`config.mk`:
```
export PLATFORM = sky130hd
export DESIGN_NAME = hash_capture_buf
export DESIGN_NICKNAME = d
export VERILOG_FILES = /design/src/rtl/hash_capture_buf.sv
export SDC_FILE = /design/constraint.sdc
export NUM_CORES = 1
export LEC_CHECK = 0
export ABC_AREA = 1
export CORE_MARGIN = 2
export CORE_UTILIZATION = 50
export DETAILED_ROUTE_END_ITERATION = 16
export PLACE_DENSITY = 0.67
export SYNTH_ARGS = -nofsm -noshare
export SYNTH_HDL_FRONTEND = slang
export SYNTH_SLANG_ARGS = --single-unit
export TNS_END_PERCENT = 50
```
`constraint.sdc`:
```
create_clock -name clk -period 3.01 [get_ports clk]
set_clock_uncertainty 0.15 [all_clocks]
set_input_delay 0.7525 -clock clk [delete_from_list [all_inputs] [get_ports clk]]
set_output_delay 0.7525 -clock clk [all_outputs]
set_load 0.05 [all_outputs]
```
`src/rtl/hash_capture_buf.sv`:
```
// Captures one hash digest from the top-level byte stream, checks its length and
// offers the stored bytes for in-order, replayable readback.
module hash_capture_buf #(
  parameter int unsigned DATA_W     = 8,
  parameter int unsigned HASH_BYTES = 32,
  parameter int unsigned CNT_W      = 9
) (
  input  logic              clk,
  input  logic              rst_async,
  input  logic              in_valid_i,
  input  logic              in_last_i,
  input  logic [DATA_W-1:0] in_data_i,
  input  logic              clear_i,
  input  logic              rd_req_i,
  output logic              rd_valid_o,
  output logic [DATA_W-1:0] rd_data_o,
  output logic              done_o,
  output logic              err_o,
  output logic [CNT_W-1:0]  byte_cnt_o,
  output logic [DATA_W-1:0] xor_o
);

  localparam int unsigned      AW        = (HASH_BYTES > 1) ? $clog2(HASH_BYTES) : 1;
  localparam logic [CNT_W-1:0] FULL_CNT  = CNT_W'(HASH_BYTES);
  localparam logic [AW-1:0]    LAST_ADDR = AW'(HASH_BYTES - 1);

  typedef enum logic [1:0] {
    S_IDLE,
    S_CAPTURE,
    S_DONE,
    S_ERROR
  } state_t;

  state_t              state_q, state_d;
  logic [CNT_W-1:0]    cnt_d;
  logic [CNT_W-1:0]    cnt_inc_c;
  logic [DATA_W-1:0]   xor_d;
  logic [AW-1:0]       rd_ptr_q, rd_ptr_d;
  logic                rd_valid_d;
  logic                done_d;
  logic                err_d;
  logic                wr_en_c;
  logic [AW-1:0]       wr_addr_c;
  logic                rd_en_c;
  logic                clr_data_c;

  logic [DATA_W-1:0]   mem [HASH_BYTES];

  assign cnt_inc_c = byte_cnt_o + CNT_W'(1);
  // The byte count doubles as the write address; it is 0 while idle.
  assign wr_addr_c = AW'(byte_cnt_o);

  // Next-state and next-output decode.
  always_comb begin
    state_d    = state_q;
    cnt_d      = byte_cnt_o;
    xor_d      = xor_o;
    rd_ptr_d   = rd_ptr_q;
    rd_valid_d = 1'b0;
    done_d     = done_o;
    err_d      = err_o;
    wr_en_c    = 1'b0;
    rd_en_c    = 1'b0;
    clr_data_c = 1'b0;

    if (clear_i) begin
      state_d    = S_IDLE;
      cnt_d      = '0;
      xor_d      = '0;
      rd_ptr_d   = '0;
      done_d     = 1'b0;
      err_d      = 1'b0;
      clr_data_c = 1'b1;
    end else begin
      unique case (state_q)
        S_IDLE: begin
          if (in_valid_i) begin
            wr_en_c = 1'b1;
            cnt_d   = CNT_W'(1);
            xor_d   = in_data_i;
            if (in_last_i) begin
              if (HASH_BYTES == 1) begin
                state_d = S_DONE;
                done_d  = 1'b1;
              end else begin
                state_d = S_ERROR;
                err_d   = 1'b1;
              end
            end else begin
              state_d = S_CAPTURE;
            end
          end
        end

        S_CAPTURE: begin
          if (in_valid_i) begin
            if (byte_cnt_o == FULL_CNT) begin
              // Overflow: drop the byte and hold the saturated count.
              state_d = S_ERROR;
              err_d   = 1'b1;
            end else begin
              wr_en_c = 1'b1;
              cnt_d   = cnt_inc_c;
              xor_d   = xor_o ^ in_data_i;
              if (in_last_i) begin
                if (cnt_inc_c == FULL_CNT) begin
                  state_d = S_DONE;
                  done_d  = 1'b1;
                end else begin
                  state_d = S_ERROR;
                  err_d   = 1'b1;
                end
              end
            end
          end
        end

        S_DONE: begin
          if (rd_req_i) begin
            rd_en_c    = 1'b1;
            rd_valid_d = 1'b1;
            rd_ptr_d   = (rd_ptr_q == LAST_ADDR) ? '0 : rd_ptr_q + AW'(1);
          end
        end

        S_ERROR: begin
        end

        default: begin
          state_d = S_IDLE;
        end
      endcase
    end
  end

  // State and output registers.
  always_ff @(posedge clk or posedge rst_async) begin
    if (rst_async) begin
      state_q    <= S_IDLE;
      byte_cnt_o <= '0;
      xor_o      <= '0;
      rd_ptr_q   <= '0;
      rd_valid_o <= 1'b0;
      rd_data_o  <= '0;
      done_o     <= 1'b0;
      err_o      <= 1'b0;
    end else begin
      state_q    <= state_d;
      byte_cnt_o <= cnt_d;
      xor_o      <= xor_d;
      rd_ptr_q   <= rd_ptr_d;
      rd_valid_o <= rd_valid_d;
      done_o     <= done_d;
      err_o      <= err_d;
      if (clr_data_c) begin
        rd_data_o <= '0;
      end else if (rd_en_c) begin
        rd_data_o <= mem[rd_ptr_q];
      end
    end
  end

  // Digest storage; contents survive reset.
  always_ff @(posedge clk) begin
    if (wr_en_c) begin
      mem[wr_addr_c] <= in_data_i;
    end
  end

endmodule

```
==> results of run 1 <==
-- kinds of logic (layout without fill, tap and decap cells) --
logic type,Yosys count,in the layout,synth area share (%)
buffers and inverters,166,265,5.60
AND/OR/NAND/NOR,591,591,20.3
XOR/XNOR,10,10,0.695
adder cells (fa/ha/maj),7,7,0.695
AO/OA/AOI/OAI,89,89,4.71
flip-flops,291,291,68.0
-- stage by stage --
step / utilization (%) / total power, mW / cell area (sq um) / cells / hold slack, ns
after floorplan: - / 4.95 / 12600 / 1154 / 0.368
after global placement: 55.0 / 5.23 / 13700 / 1530 / 0.312
after detailed placement: 55.0 / 5.23 / 13700 / 1530 / 0.316
after CTS: 58.9 / 8.82 / 14700 / 1583 / 0.337
after global routing: 58.9 / 9.04 / 14700 / 1583 / 0.354
final: 58.9 / 8.77 / 14700 / 1583 / 0.333
-- metal layers --
metal	wire length (um)	GRT usage, %	part of all wire (%)	vias to the layer above
li1	-	-	-	4079
met1	13300	34.3	43	4106
met2	14400	37.4	47	378
met3	2470	3.77	8.0	41
met4	536	5.55	1.7	0
met5	0	0	0	-
-- Yosys cell counts, drive strengths merged, types with 2 or more instances --
library cell	number	area [sq um]
nand2	332	1320
edfxtp	256	7690
nand3	170	868
inv	105	404
nor2	80	323
o211ai	54	405
buf	48	253
dfrtp	35	876
o21ai	31	163
clkbuf	11	41.3
ha	7	87.6
or2	6	37.5
xnor2	6	52.6
xor2	4	35.0
clkinv	2	7.51
nor3	2	10.0
o22ai	2	12.5
-- sequential cells by signal, summed over array words and instances (netlist names) --
name	flops
rd_valid_o	1
state_q	2
byte_cnt_o	9
mem	256
err_o	1
xor_o	8
done_o	1
rd_ptr_q	5
rd_data_o	8
-- cell usage in the layout (no fill, tap or decap), types with 2 or more instances in the layout --
cell             instances
buf_4                   54
nor3_1                   2
nor2_1                  75
bufinv_16                3
buf_12                  10
ha_1                     7
nand2_4                  8
nor2_4                   2
nand3_1                168
clkbuf_8                 4
or2_2                    6
dfrtp_1                 33
xor2_1                   4
inv_4                    2
o21ai_2                  2
inv_1                   99
nand2_2                  5
clkinvlp_4               3
o22ai_1                  2
nor2_2                   3
clkbuf_16               29
o211ai_1                54
nand2_1                319
xnor2_1                  6
o21ai_1                  4
clkdlybuf4s50_1         40
inv_2                    3
clkbuf_1                 6
o21ai_0                 25
clkinv_2                 6
edfxtp_1               256
clkinv_1                 2
-- power breakdown --
| group | switching (mW) | total, mW | internal, mW |
|---|---|---|---|
| combinational | 0.479 | 0.691 | 0.212 |
| clock | 1.48 | 3.62 | 2.14 |
| sequential | 0.0334 | 4.46 | 4.43 |
-- layout make-up --
class | count | area [sq um]
Inverter | 107 | 412
Multi-Input combinational cell | 697 | 3330
Clock inverter | 14 | 168
Sequential cell | 291 | 8570
Clock buffer | 39 | 803
Timing Repair Buffer | 105 | 1020
Tap cell | 330 | 413
Fill cell | 2118 | 10200
-- worst register-to-register path, stage by stage (launching register included) --
cell and delay (ns):
dfrtp_1 0.51, inv_1 0.15, ha_1 0.27, inv_1 0.11, nor2_4 0.05, nand2_2 0.08
inv_2 0.05, nand2_4 0.08, nand3_4 0.13, inv_6 0.16, nand2_4 0.14, nor2_1 0.23
buf_4 0.20
-- how the worst min path moves through the flow --
stage | startpoint | endpoint | slack, ns | cells after the start
floorplan | state_q[1] | state_q[1] | 0.37 | 2
detailed placement | err_o | err_o | 0.32 | 2
global placement | err_o | err_o | 0.31 | 2
finish | err_o | err_o | 0.33 | 2
CTS | err_o | err_o | 0.34 | 2
global route | rd_data_o[3] | rd_data_o[3] | 0.35 | 2
-- timing repair --
item                       4_1_cts  5_1_grt
gates resized for setup          0        1
hold buffers                     0        0
setup endpoints to repair        0        1
==> flow_summary.toml, run 1 <==
[timing]
maxSlewViolCount = 0
setup_ws_ns = 0.0979
finalSetupViolCount = 0
grt_setup_unrepaired = "no"
max_freq_mhz = 343
maxSlewHeadroom_pct = 45.9
finalHoldViolations = 0
worst_pin_slew_ns = 0.811
tns_ns = 0
fin_crit_ns = 2.91
finalCritPeriodShare_pct = 96.7

[detailed_routing]
drt-initial-drc-count = 789
vias = 8604
dr.pass1.iters = 5
antenna_left = 0
route.detailed.drc = 0
routed_wl_um = 30700
wl_per_cell_um = 19.4
viasPerCell = 5.44

[power_and_ir_drop]
p_leak_nw = 5.66
power_density_nw_per_um2 = 596
ir_drop_mv = 0.467

[place]
hpwl_um = 19500
place_congestion = 0.872
port_buffers = 41
dp_slack_ns = 0.153

[clock_tree]
cts_buffer_depth = 3
cts_tree = "yes"
cts_buffers = 29
cts_root_buf = "clkbuf_16"
cts.sink_count = 291
clk_latency_ns = 0.54
clkTransAtPathRegs_ns = 0.06
cts_htree_levels = 1
cts_setup_buffers = 0

[critical_path]
crit_required_ns = 2.11
r2r_setup_slack_ns = 0.42
critical_path_class = "flop to primary output"
crit_cells = 1
cp_top_family = "buffers and inverters"
r2r_end = "mem[8][0]"
cp_slowest_cell = "clkdlybuf4s50_1"
cp_num_buf_inv = 1
reg2reg_depth = 12
cp_slowest_stage_delay_ns = 0.89
crit_fanout = 10
critPathCaptureType = "primary output"
start_kind = "flop"
worstSetupEndpoint = "byte_cnt_o[4]"
worstPathArrival_ns = 2.01
startpoint = "byte_cnt_o[4]"
worstReg2RegStart = "byte_cnt_o[0]"
cp_cell_sequence = "clkdlybuf4s50_1"

[yosys]
synth_edf_count = 256
ys_warn_count = 0
synthCells = 1154
async_flop_share_pct = 12.0
avgSynthCellArea_sq_um = 10.9
seq_area_frac_synth_pct = 68.0
ys_ff_latch = 291
synth.distinct_cells = 34
netlist_area_sq_um = 12600
synthesis.nets = 1175
synth_flop_cell = "edfxtp_1"

[die]
io_pins = 42
placementRows = 58
initial_utilization_pct = 50.5
coreArea_sq_um = 25000
die_y_um = 163
dieArea_sq_um = 26500
dieWidth_um = 163

[finish]
nets = 1252
drive_gt1_share_pct = 11.7
antenna_cells = 0
area_growth_pct = 16.8

[run_status]
status = "finished, final reports clean"

[worst_hold_path]
hp-class = "flop to flop"

[global_route]
grt_pass1_wl_um = 47100
antenna_found_initial = 0
grt-ovfl-total = 0
grt_usage_pct = 23.5
grt_pass1_vias = 8118
grt_max_degree = 155

[job]
cap_viol_max_count = 0
No activity file was read; power rests on OpenSTA's default activity.
==> inputs of run 2 (changes only) <==
--- a/config.mk
+++ b/config.mk
@@ -9,6 +9,7 @@
 export CORE_MARGIN = 2
 export CORE_UTILIZATION = 50
 export DETAILED_ROUTE_END_ITERATION = 16
+export GPL_ROUTABILITY_DRIVEN = 0
 export PLACE_DENSITY = 0.67
 export SYNTH_ARGS = -nofsm -noshare
 export SYNTH_HDL_FRONTEND = slang
==> results of run 2 <==
The final DEF is identical to that of run 1; final timing and power are the same.
